===== src/rtl/uart_prog_loader_pkg.sv =====
// Shared definitions for the UART program loader: receiver state encoding
// and the boot-memory word width.
package uart_prog_loader_pkg;

  localparam int WORD_W = 32;

  typedef enum logic [1:0] {
    RX_IDLE  = 2'd0,
    RX_START = 2'd1,
    RX_DATA  = 2'd2,
    RX_STOP  = 2'd3
  } rx_state_e;

endpackage


===== src/rtl/uart_prog_loader_uartrx.sv =====
// UARTRX: 8N1 byte receiver. Synchronises RXD, samples each bit mid-period and
// pulses VALID (good stop bit) or FERR (low stop bit) in the stop-sample cycle.
module UARTRX
  import uart_prog_loader_pkg::*;
#(
  parameter int SERIAL_WCNT = 868
) (
  input  logic       CLK,
  input  logic       RST_X,
  input  logic       RXD,
  output logic [7:0] DATA,
  output logic       VALID,
  output logic       FERR
);

  localparam int CW = $clog2(SERIAL_WCNT + 1);
  localparam logic [CW-1:0] HALF_RELOAD = CW'(SERIAL_WCNT / 2 - 1);
  localparam logic [CW-1:0] FULL_RELOAD = CW'(SERIAL_WCNT - 1);

  // [0] metastability flop, [1] rxs, [2] previous rxs for edge detect
  logic [2:0] sync_pipe;
  logic       rxs, rxs_d;

  rx_state_e   state_q, state_n;
  logic [CW-1:0] cnt_q, cnt_n;
  logic [2:0]  bit_q, bit_n;
  logic [7:0]  sh_q, sh_n;
  logic        expire;

  assign rxs    = sync_pipe[1];
  assign rxs_d  = sync_pipe[2];
  assign expire = (cnt_q == '0);
  assign DATA   = sh_q;

  always_ff @(posedge CLK or negedge RST_X) begin
    if (!RST_X) begin
      sync_pipe <= 3'b111;
      state_q   <= RX_IDLE;
      cnt_q     <= '0;
      bit_q     <= '0;
      sh_q      <= '0;
    end else begin
      sync_pipe <= {sync_pipe[1:0], RXD};
      state_q   <= state_n;
      cnt_q     <= cnt_n;
      bit_q     <= bit_n;
      sh_q      <= sh_n;
    end
  end

  always_comb begin
    state_n = state_q;
    cnt_n   = expire ? cnt_q : cnt_q - 1'b1;
    bit_n   = bit_q;
    sh_n    = sh_q;
    VALID   = 1'b0;
    FERR    = 1'b0;
    case (state_q)
      RX_IDLE: begin
        // edge, not level: a low line left by a framing error must not retrigger
        if (!rxs && rxs_d) begin
          state_n = RX_START;
          cnt_n   = HALF_RELOAD;
        end
      end
      RX_START: begin
        if (expire) begin
          if (rxs) begin
            state_n = RX_IDLE;
          end else begin
            state_n = RX_DATA;
            cnt_n   = FULL_RELOAD;
            bit_n   = '0;
          end
        end
      end
      RX_DATA: begin
        if (expire) begin
          sh_n  = {rxs, sh_q[7:1]};
          cnt_n = FULL_RELOAD;
          bit_n = bit_q + 3'd1;
          if (bit_q == 3'd7) state_n = RX_STOP;
        end
      end
      RX_STOP: begin
        if (expire) begin
          state_n = RX_IDLE;
          VALID   = rxs;
          FERR    = !rxs;
        end
      end
      default: state_n = RX_IDLE;
    endcase
  end

endmodule


===== src/rtl/uart_prog_loader.sv =====
// UART boot-image loader: packs received bytes big-endian into words and writes
// them to sequential addresses. Optional running sum enabled by PLOADER_CHECKSUM_EN.
module uart_prog_loader
  import uart_prog_loader_pkg::*;
#(
  parameter int SERIAL_WCNT = 868,
  parameter int ADDR_WIDTH  = 17
) (
  input  logic                  CLK,
  input  logic                  RST_X,
  input  logic                  RXD,
  output logic                  WE,
  output logic [ADDR_WIDTH-1:0] WADDR,
  output logic [WORD_W-1:0]     WDATA,
  output logic                  DONE,
`ifdef PLOADER_CHECKSUM_EN
  output logic                  ERR,
  output logic [WORD_W-1:0]     CHECKSUM
`else
  output logic                  ERR
`endif
);

  logic [7:0]  rx_data;
  logic        rx_valid, rx_ferr;
  logic [1:0]  byte_idx;
  logic [23:0] shreg;
  logic        accept;

  UARTRX #(.SERIAL_WCNT(SERIAL_WCNT)) u_rx (
    .CLK  (CLK),
    .RST_X(RST_X),
    .RXD  (RXD),
    .DATA (rx_data),
    .VALID(rx_valid),
    .FERR (rx_ferr)
  );

  // once the image is complete, bytes keep arriving but change nothing
  assign accept = rx_valid && !DONE;

  always_ff @(posedge CLK or negedge RST_X) begin
    if (!RST_X) begin
      byte_idx <= '0;
      shreg    <= '0;
      WE       <= 1'b0;
      WADDR    <= '0;
      WDATA    <= '0;
      DONE     <= 1'b0;
      ERR      <= 1'b0;
    end else begin
      WE <= 1'b0;
      if (rx_ferr) ERR <= 1'b1;
      if (accept) begin
        shreg    <= {shreg[15:0], rx_data};
        byte_idx <= byte_idx + 2'd1;
        if (byte_idx == 2'd3) begin
          WE    <= 1'b1;
          WDATA <= {shreg, rx_data};
        end
      end
      if (WE) begin
        WADDR <= WADDR + 1'b1;
        if (&WADDR) DONE <= 1'b1;
      end
    end
  end

`ifdef PLOADER_CHECKSUM_EN
  always_ff @(posedge CLK or negedge RST_X) begin
    if (!RST_X)  CHECKSUM <= '0;
    else if (WE) CHECKSUM <= CHECKSUM + WDATA;
  end
`endif

endmodule


===== config.mk =====
export PLATFORM = sky130hd
export DESIGN_NAME = uart_prog_loader
export DESIGN_NICKNAME = d
export VERILOG_FILES = /design/src/rtl/uart_prog_loader_pkg.sv /design/src/rtl/uart_prog_loader_uartrx.sv /design/src/rtl/uart_prog_loader.sv
export SDC_FILE = /design/constraint.sdc
export NUM_CORES = 1
export LEC_CHECK = 0
export ABC_AREA = 0
export CORE_MARGIN = 2
export CORE_UTILIZATION = 32
export CTS_BUF_LIST = sky130_fd_sc_hd__clkbuf_2 sky130_fd_sc_hd__clkbuf_4 sky130_fd_sc_hd__clkbuf_8
export CTS_CLUSTER_SIZE = 28
export DETAILED_ROUTE_END_ITERATION = 16
export PLACE_DENSITY = 0.49
export SYNTH_ARGS = -nofsm -noshare
export SYNTH_HDL_FRONTEND = slang
export SYNTH_SLANG_ARGS = --single-unit

===== constraint.sdc =====
create_clock -name CLK -period 2.8 [get_ports CLK]
set_input_delay 0.84 -clock CLK [delete_from_list [all_inputs] [get_ports CLK]]
set_output_delay 0.84 -clock CLK [all_outputs]
set_load 0.05 [all_outputs]

**After elaboration in Yosys (flattened, before gate mapping)**

Index checks and enable logic that the tools add are counted.

- Muxes and demuxes: 23
- Equal/unequal tests: 11
- $add $sub $neg: 4
- Reduce and logical (&&, ||, !) cells: 12

Operators with widths:

| kind | count |
|---|---|
| $mux 10 | 5 |
| $pmux 10 s3 | 1 |
| $reduce_and 18->1 | 1 |
| $add 17x1->17 const B | 1 |
| $mux 2 | 6 |
| $logic_not 10->1 | 1 |
| $ne 2x1->1 const B | 5 |
| $sub 10x1->10 const B | 1 |
| $mux 3 | 3 |
| $pmux 2 s4 | 1 |
| $eq 2x2->1 const B | 3 |
| $mux 1 | 6 |
| $pmux 3 s2 | 1 |
| $reduce_and 5->1 | 1 |
| $reduce_and 2->1 | 2 |
| $reduce_and 4->1 | 1 |
| $add 3x1->3 const B | 1 |
| $eq 3x3->1 const B | 1 |
| $add 2x1->2 const B | 1 |
| $eq 2x1->1 const B | 1 |
| $logic_and 1x1->1 | 2 |
| $logic_not 1->1 | 2 |
| $logic_not 2->1 | 1 |
| $ne 2x2->1 const B | 1 |
| $reduce_bool 2->1 | 1 |

- Output and inout port bits: 52
- Input port bits: 3
- Word-level logic and storage cells: 62
- Register bits: 104

**Depth between registers and ports, before layout**

Gate-level depths: netlist (run 1).

- Word-level depth: 5
- Gate-level depth with buffers: 10
- Depth with buffers taken out: 9

**Cells and area by module**

Synthesis (run 1) repeated with hierarchy kept, for this count alone.

- Cell total of the unflattened synthesis: 313
- Area, all modules: 4372.9 um^2

Modules (own cells, without submodules):

| module | cells each | area each (um^2) | seq. area each (um^2) | instances |
|---|---|---|---|---|
| uart_prog_loader | 196 | 3080.5 | 1951.9 | 1 |
| UARTRX | 117 | 1292.5 | 654.4 | 1 |

**Least setup slack after synthesis (run 1)**

OpenSTA, ideal clock, no wires.

- Path kind: register -> register
- From: reg u_rx.cnt_q[0]
- To: reg u_rx.cnt_q[0]
- Path buffers: 1
- Data required time: 2662 ps
- Arrival time: 2741 ps
- Cell stages (with the launch flop): 11
- Setup time: 138 ps
- Setup slack: -80 ps
- Period minus slack after synthesis: 2880 ps
- Cell sequence: dfrtp_1 -> inv_1 -> ha_1 -> or4b_1 -> nor3_1 -> buf_2 -> inv_1 -> ha_1 -> nor2_1 -> mux2i_1 -> mux4_2

- Longest elaborated chain between the ends: 5
- Elaborated cells on any way between the ends: 8
- Classes of those cells: add/sub (1); mux (6); reduce/logical (1)

Ends and longest elaborated chain:

| element | RTL line | source |
|---|---|---|
| start, declared | uart_prog_loader_uartrx.sv:25 | `logic [CW-1:0] cnt_q, cnt_n;` |
| start signal, assigned | uart_prog_loader_uartrx.sv:45 | `cnt_q <= cnt_n;` |
| $sub 10x1->10 / $logic_not 10->1 (equally long branches) | uart_prog_loader_uartrx.sv:53, uart_prog_loader_uartrx.sv:32 |  |
| $mux 10 | uart_prog_loader_uartrx.sv:53 | `cnt_n = expire ? cnt_q : cnt_q - 1'b1;` |
| $mux 10 | uart_prog_loader_uartrx.sv:68 | `if (rxs) begin` |
| $mux 10 | uart_prog_loader_uartrx.sv:67 | `if (expire) begin` |
| $pmux 10 s3 (*) | uart_prog_loader_uartrx.sv:58 | `case (state_q)` |
| via u_rx.cnt_n[0] | uart_prog_loader_uartrx.sv:25 |  |

The timed path passes the listed nets; every way through them passes the cells marked *.
A chain may end at the register's enable or synchronous reset.

**Worst setup path after layout (run 1)**

Same ends and word-level chain as after synthesis.

==> results of run 1 <==
[sequential cells by signal (all words and copies together), names as in the netlist, 2 cells and up, named ones only]
| signal | count |
|---|---|
| u_rx.DATA | 8 |
| WADDR | 17 |
| shreg | 24 |
| WDATA | 32 |
| u_rx.sync_pipe | 3 |
| u_rx.bit_q | 3 |
| byte_idx | 2 |
| u_rx.cnt_q | 10 |
[through the flow]
step / area (um^2) / hold slack, ns
global placement: 5170 / 0.346
floorplan: 4390 / 0.345
finish: 5360 / 0.337
global route: 5360 / 0.325
detailed placement: 5170 / 0.348
CTS: 5360 / 0.320
[cell families (layout without fill, tap and decap cells)]
| kind of cell | count (synthesis) | count (layout) |
|---|---|---|
| buf+inv | 17 | 83 |
| mux | 71 | 71 |
| compound gates | 20 | 20 |
| xor+xnor | 19 | 19 |
| fa+ha+maj | 6 | 6 |
| flops | 104 | 104 |
| simple gates | 63 | 63 |
[worst max-delay path: cells and delay by family (launching register included)]
kind	cells	cell delay, ns
adders and majority gates	2	0.50
buffers and inverters	2	0.18
DFF	1	0.43
muxes	2	0.53
and+or+nand+nor	3	0.88
[worst max-delay path by stage]
stage | start | endpoint | slack [ns]
floorplan | u_rx.cnt_q[0] | u_rx.cnt_q[0] | 0.04
CTS | u_rx.cnt_q[0] | u_rx.cnt_q[0] | 0.15
global placement | u_rx.cnt_q[0] | u_rx.DATA[5] | 0.25
finish | u_rx.cnt_q[0] | u_rx.cnt_q[0] | 0.16
global route | u_rx.cnt_q[0] | u_rx.cnt_q[0] | 0.004
detailed placement | u_rx.cnt_q[0] | u_rx.cnt_q[0] | 0.17
[power groups by stage]
stage	clock (mW)	combinational (mW)	sequential, mW
5_1_grt	0.992	0.377	1.73
3_3_place_gp	0	0.323	1.74
4_1_cts	0.930	0.337	1.71
3_5_place_dp	0	0.332	1.74
2_1_floorplan	0	0.281	1.68
6_report	0.886	0.330	1.71
[placed cells by master, fill, tap and decap left out, drive strengths merged, types with 2 or more instances in the layout]
cell type	instances
xnor2	15
and3	3
nor4	2
o21bai	2
buf	9
nand2	9
clkdlybuf4s50	53
inv	6
clkinv	2
or3	2
dfstp	3
nor2	6
mux2	68
ha	6
nand2b	2
mux2i	2
o31ai	3
nor3	8
clkbuf	12
a211o	2
and4	2
a22o	2
dfrtp	101
or4	5
nand4	8
nand3	6
o21ai	3
xor2	4
a21oi	2
and2	5
[per-layer routing]
layer  part of all wire  GRT usage
met1               0.52      0.180
met2               0.41      0.153
met3              0.042     0.0291
met4              0.024     0.0618
met5                  0          0
[area by class of cell]
class                           instances  area [um^2]
Inverter                                5         18.8
Clock buffer                           12          159
Multi-Input combinational cell        179         1690
Timing Repair Buffer                   62          636
Sequential cell                       104         2610
Clock inverter                          4         26.3
Fill cell                            1252         7940
Tap cell                              176          220
==> results.yml, run 1 <==
clock_tree:
  cts_repair_resize_count: 0
  clk_latency_worst_skew_pair_ns: 0.38
  post_cts.repair.setup_buffers: 0
  cts.sink_count: 104
  htree_levels: 3
  cts_buffer_depth: 2
  hold_buffers: 0
  clock_tree_from_tritoncts: "built"
  clock_tree.root_cell: "sky130_fd_sc_hd__clkbuf_8"
  clock_transition_at_the_registers_of_the_reported_paths_ns: 0.10
  cts_inserted_buffers: 9
floorplan:
  initial_cell_density_of_the_core: 0.330
  dieArea_um2: 14700
  row_cnt: 42
  design.core.area_um2: 13300
  die_w_um: 121
  die_h_um: 121
  io_pins: 55
worst_setup_path:
  crit_required_ns: 3.04
  critPathMaxFanout: 5
  timing.critical_path.cells: "inv_1 -> ha_1 -> or4b_1 -> nor3_2 -> inv_1 -> ha_1 -> nor2_1 -> mux2i_1 -> mux4_2"
  timing.reg2reg.setup_slack_ns: 0.16
  timing.rr.start: "u_rx.cnt_q[0]"
  crit-reg2reg-capture: "u_rx.cnt_q[0]"
  cp_slowest_cell: "sky130_fd_sc_hd__or4b_1"
  reg2regPathDepth: 9
  critical-path-max-stage-delay_ns: 0.56
  worst-endpoint-arrival_ns: 2.88
  critPathKind: "reg2reg"
  crit_path_start_kind: "register"
  end_kind: "register"
logic_synthesis:
  synth_enable_flop_cells: 0
  synth-xor-area-share: 0.0380
  dominant_combinational_cell_family_by_area_after_synthesis: "multiplexers"
  cell_with_the_most_instances_after_synthesis: "sky130_fd_sc_hd__dfrtp_1"
  syn-num-nets: 309
  seq_area_frac_synth: 0.594
  synth_flop_cell: "sky130_fd_sc_hd__dfrtp_1"
  synth_adder_area_share: 0.0171
  synth.yosys.warnings: 0
  asyncSetResetFlopFracSynth: 1.00
  synth_compound_gate_area_share: 0.0334
  netlist_top_cells_area: "sky130_fd_sc_hd__dfrtp_1 58%, sky130_fd_sc_hd__mux2_4 10%, sky130_fd_sc_hd__mux2_2 9.8%, sky130_fd_sc_hd__xnor2_1 3.0%, sky130_fd_sc_hd__dfstp_2 1.8%"
  post_synth_most_frequent_cells: "101 x sky130_fd_sc_hd__dfrtp_1, 38 x sky130_fd_sc_hd__mux2_2, 30 x sky130_fd_sc_hd__mux2_4"
  postSynthAreaPerCell_um2: 14.6
  yosys.area_share.simple: 0.0862
  distinct_cell_type_count_after_synthesis: 44
  synth_mux_area_frac: 0.210
  ys_seq_elements: 104
  mappedNetlistArea_um2: 4380
  synth_top_area_share: 0.576
  synthDominantAreaCellType: "sky130_fd_sc_hd__dfrtp_1"
  syn-instance-count: 300
global_routing:
  wire_length_of_the_first_global_routing_pass_mm: 13.4
  globalRouteOverflowTotal: 0
  gr-usage-all-layers: 0.119
  first_global_vias: 2490
  number_of_antenna_violations_at_the_first_check_in_global_routing: 0
  grt_max_degree: 47
placement:
  routabilityCongestion: 0.767
  dp_cells: 526
  io_buffer_count: 54
  dp_worst_setup_slack_ns: 0.169
  post-dp-hpwl_mm: 5.44
timing:
  fin_worst_skew_ns: 0.0174
  setup-violations-final: 0
  worst_slack_ns: 0.162
  period_share: 0.942
  timing.max_slew.rel_slack: 0.652
  max_slew.worst_pin.slew_ns: 0.520
  timing.final.max_slew_violations: 0
  timing.setup.tns_ns: 0
  layout_min_cycle_time_ns: 2.64
  final_hold_viol_count: 0
  setup_repair_after_global_routing_missed_its_margin: "no"
  maxClockFrequency_mhz: 379
cells_and_area:
  fin_nets: 370
  finalNonFillerCells: 542
  synthToLayoutAreaGrowth_pct: 22.2
  final_core_util: 0.403
  drive_above_1_share: 0.276
  num_antenna_cells: 0
drt:
  ant_nets: 0
  drc_marker_count_from_the_first_detailed_route_iteration: 166
  wl_per_cell_um: 14.6
  dr.pass1.iters: 4
  drt-vias-per-instance: 4.67
  route.detailed.drc: 0
  dr_total_vias: 2532
  drt-total-wl_mm: 7.94
run:
  cap_violations: 0
power:
  worst_ir_drop_vdd_v: 0.000168
  power_density_nw_per_um2: 547
  power.clock.fraction: 0.303
  cell_internal_pwr_mw: 2.13
  share_seq_of_total_power: 0.585
  net-switching-power_uw: 798
  total_leakage_power_nw: 2.56
  combinationalPowerShare: 0.113
  power_mw: 2.93
  swShare: 0.273
hold_path:
  min_path_type: "in2async"
status:
  run_status: "complete, no violations"
Note: power is estimated with default switching activity, not from simulation.
==> run 2: changes to the inputs <==
--- a/config.mk
+++ b/config.mk
@@ -6,7 +6,6 @@
 export NUM_CORES = 1
 export LEC_CHECK = 0
 export ABC_AREA = 0
-export CORE_MARGIN = 2
 export CORE_UTILIZATION = 32
 export CTS_BUF_LIST = sky130_fd_sc_hd__clkbuf_2 sky130_fd_sc_hd__clkbuf_4 sky130_fd_sc_hd__clkbuf_8
 export CTS_CLUSTER_SIZE = 28
==> run 2 against run 1 <==
Net effect:
- via count fell by 0.36%
- final cell count rose by 0.18%
- non-clock buffer count rose by 1
- clock skew fell by 0.0044 ns
- hold slack improved by 0.023 ns
- routed wire length rose by 1.4%
- register-to-register slack improved by 0.04 ns
- sequential share of layout area barely moved
- die area fell by 3.3%
- critical path depth did not move
- flip-flop and latch count did not move
- clock power rose by 9.6%
- critical endpoint unchanged
- largest power group unchanged
==> results.yml, run 2 (synthesis results as in run 1) <==
status:
  run_status: "complete, no violations"
clock_tree:
  clock_transition_at_the_registers_of_the_reported_paths_ns: 0.09
  cts_buffer_depth: 2
  clk_latency_worst_skew_pair_ns: 0.38
  clock_tree.root_cell: "sky130_fd_sc_hd__clkbuf_8"
  cts_inserted_buffers: 9
  hold_buffers: 0
  cts.sink_count: 104
  clock_tree_from_tritoncts: "built"
  post_cts.repair.setup_buffers: 0
  cts_repair_resize_count: 0
  htree_levels: 3
power:
  worst_ir_drop_vdd_v: 0.000253
  net-switching-power_uw: 826
  power_mw: 3.02
  power.clock.fraction: 0.321
  power_density_nw_per_um2: 563
  cell_internal_pwr_mw: 2.19
  total_leakage_power_nw: 2.56
  share_seq_of_total_power: 0.569
  swShare: 0.274
  combinationalPowerShare: 0.110
cells_and_area:
  number_of_flip_flops_under_the_largest_register_name: 32
  synthToLayoutAreaGrowth_pct: 22.3
  finalNonFillerCells: 543
  drive_above_1_share: 0.281
  reg.largest.list: "WDATA: 32 flops, shreg: 24 flops, WADDR: 17 flops"
  mostFrequentLayoutCells: "101 x sky130_fd_sc_hd__dfrtp_1, 53 x sky130_fd_sc_hd__clkdlybuf4s50_1, 38 x sky130_fd_sc_hd__mux2_2"
  final_core_util: 0.403
  most_flops_register: "WDATA"
  num_antenna_cells: 0
  fin_nets: 371
  fillCellCount: 1241
  layout.cells.most_common: "sky130_fd_sc_hd__dfrtp_1"
drt:
  drc_marker_count_from_the_first_detailed_route_iteration: 145
  route.detailed.drc: 0
  wl_per_cell_um: 14.8
  drt-total-wl_mm: 8.05
  ant_nets: 0
  dr.pass1.iters: 4
  dr_total_vias: 2523
  drt-vias-per-instance: 4.65
timing:
  setup_repair_after_global_routing_missed_its_margin: "no"
  final_hold_viol_count: 0
  layout_min_cycle_time_ns: 2.60
  fin_worst_skew_ns: 0.0129
  max_slew.worst_pin.slew_ns: 0.526
  timing.max_slew.rel_slack: 0.648
  setup-violations-final: 0
  maxClockFrequency_mhz: 385
  timing.setup.tns_ns: 0
  period_share: 0.927
  timing.final.max_slew_violations: 0
worst_setup_path:
  critPathKind: "reg2reg"
  worst-endpoint-arrival_ns: 2.85
  timing.rr.start: "u_rx.cnt_q[0]"
  timing.reg2reg.setup_slack_ns: 0.20
  critPathMaxFanout: 5
  crit_required_ns: 3.05
  end_kind: "register"
  startpoint: "u_rx.cnt_q[0]"
  crit_path_start_kind: "register"
global_routing:
  wire_length_of_the_first_global_routing_pass_mm: 13.5
  globalRouteOverflowTotal: 0
  first_global_vias: 2496
  grt_max_degree: 77
  gr-usage-all-layers: 0.123
  number_of_antenna_violations_at_the_first_check_in_global_routing: 0
floorplan:
  die_w_um: 119
  row_cnt: 42
  die_h_um: 119
  io_pins: 55
  dieArea_um2: 14200
  design.core.area_um2: 13300
  initial_cell_density_of_the_core: 0.330
placement:
  post-dp-hpwl_mm: 5.43
  routabilityCongestion: 0.727
  io_buffer_count: 54
  dp_cells: 527
run:
  cap_violations: 0
hold_path:
  min_path_type: "reg2reg"
  worst_hold_startpoint: "u_rx.sync_pipe[0]"
[run 2: changes by cell type in the layout (fill, tap and decap cells not counted)]
cell                        before  now
sky130_fd_sc_hd__buf_12          3    1
sky130_fd_sc_hd__buf_4           6    9
sky130_fd_sc_hd__bufinv_16       0    1
sky130_fd_sc_hd__clkbuf_4        1    2
sky130_fd_sc_hd__clkbuf_8       11    9
sky130_fd_sc_hd__clkinv_2        2    0
sky130_fd_sc_hd__inv_6           1    3
sky130_fd_sc_hd__or4b_1          1    0
sky130_fd_sc_hd__or4b_4          0    1
[run 2: cell type report]
cell class	count	area, um^2	area share
clock buffer	11	139	0.0259
clock inverter	5	63.8	0.0119
inverter	5	18.8	0.00350
multi-input combinational	179	1700	0.316
sequential	104	2610	0.486
tap	176	220	0.0411
timing repair buffer	63	618	0.115
[run 2: path summary, 6_finish.rpt]
path / to / depth (start not counted)
min: u_rx.sync_pipe[1] / 0
max in group asynchronous: WDATA[31] / 2
max: u_rx.cnt_q[0] / 9
min in group asynchronous: WDATA[7] / 2
min reg2reg: u_rx.sync_pipe[1] / 0
max reg2reg: u_rx.cnt_q[0] / 9
[run 2: layer usage]
layer / track usage / routed length, um
met3: 0.0283 / 259
met5: 0 / 0
met1: 0.183 / 4260
met2: 0.163 / 3350
met4: 0.0665 / 181
[run 2: stage by stage]
stage / cell area, um^2 / hold WS (ns) / worst slack [ns]
after floorplan: 4390 / 0.345 / 0.0385
after global placement: 5150 / 0.346 / 0.242
after detailed placement: 5150 / 0.348 / 0.169
after CTS: 5360 / 0.362 / 0.142
after global routing: 5360 / 0.368 / 0.0488
final: 5360 / 0.361 / 0.204
[run 2: worst max-delay path, stage by stage, from the launching register on]
cell and delay [ns]:
sky130_fd_sc_hd__dfrtp_1 0.43, sky130_fd_sc_hd__inv_1 0.08, sky130_fd_sc_hd__ha_1 0.20, sky130_fd_sc_hd__or4b_4 0.52, sky130_fd_sc_hd__nor3_2 0.23, sky130_fd_sc_hd__inv_1 0.11
sky130_fd_sc_hd__ha_1 0.30, sky130_fd_sc_hd__nor2_1 0.09, sky130_fd_sc_hd__mux2i_1 0.08, sky130_fd_sc_hd__mux4_2 0.44
[run 2: power groups by stage]
| stage | combinational, mW | sequential (mW) | clock, mW |
|---|---|---|---|
| after floorplan | 0.281 | 1.68 | 0 |
| after global placement | 0.321 | 1.74 | 0 |
| after detailed placement | 0.326 | 1.74 | 0 |
| after CTS | 0.328 | 1.71 | 1.02 |
| after global routing | 0.374 | 1.73 | 1.07 |
| final | 0.331 | 1.72 | 0.971 |
==> run 3: changes to the inputs <==
--- a/config.mk
+++ b/config.mk
@@ -10,6 +10,7 @@
 export CTS_BUF_LIST = sky130_fd_sc_hd__clkbuf_2 sky130_fd_sc_hd__clkbuf_4 sky130_fd_sc_hd__clkbuf_8
 export CTS_CLUSTER_SIZE = 28
 export DETAILED_ROUTE_END_ITERATION = 16
+export GPL_ROUTABILITY_DRIVEN = 0
 export PLACE_DENSITY = 0.49
 export SYNTH_ARGS = -nofsm -noshare
 export SYNTH_HDL_FRONTEND = slang
==> results of run 3 <==
The final DEF is identical to that of run 2; final timing and power are the same.
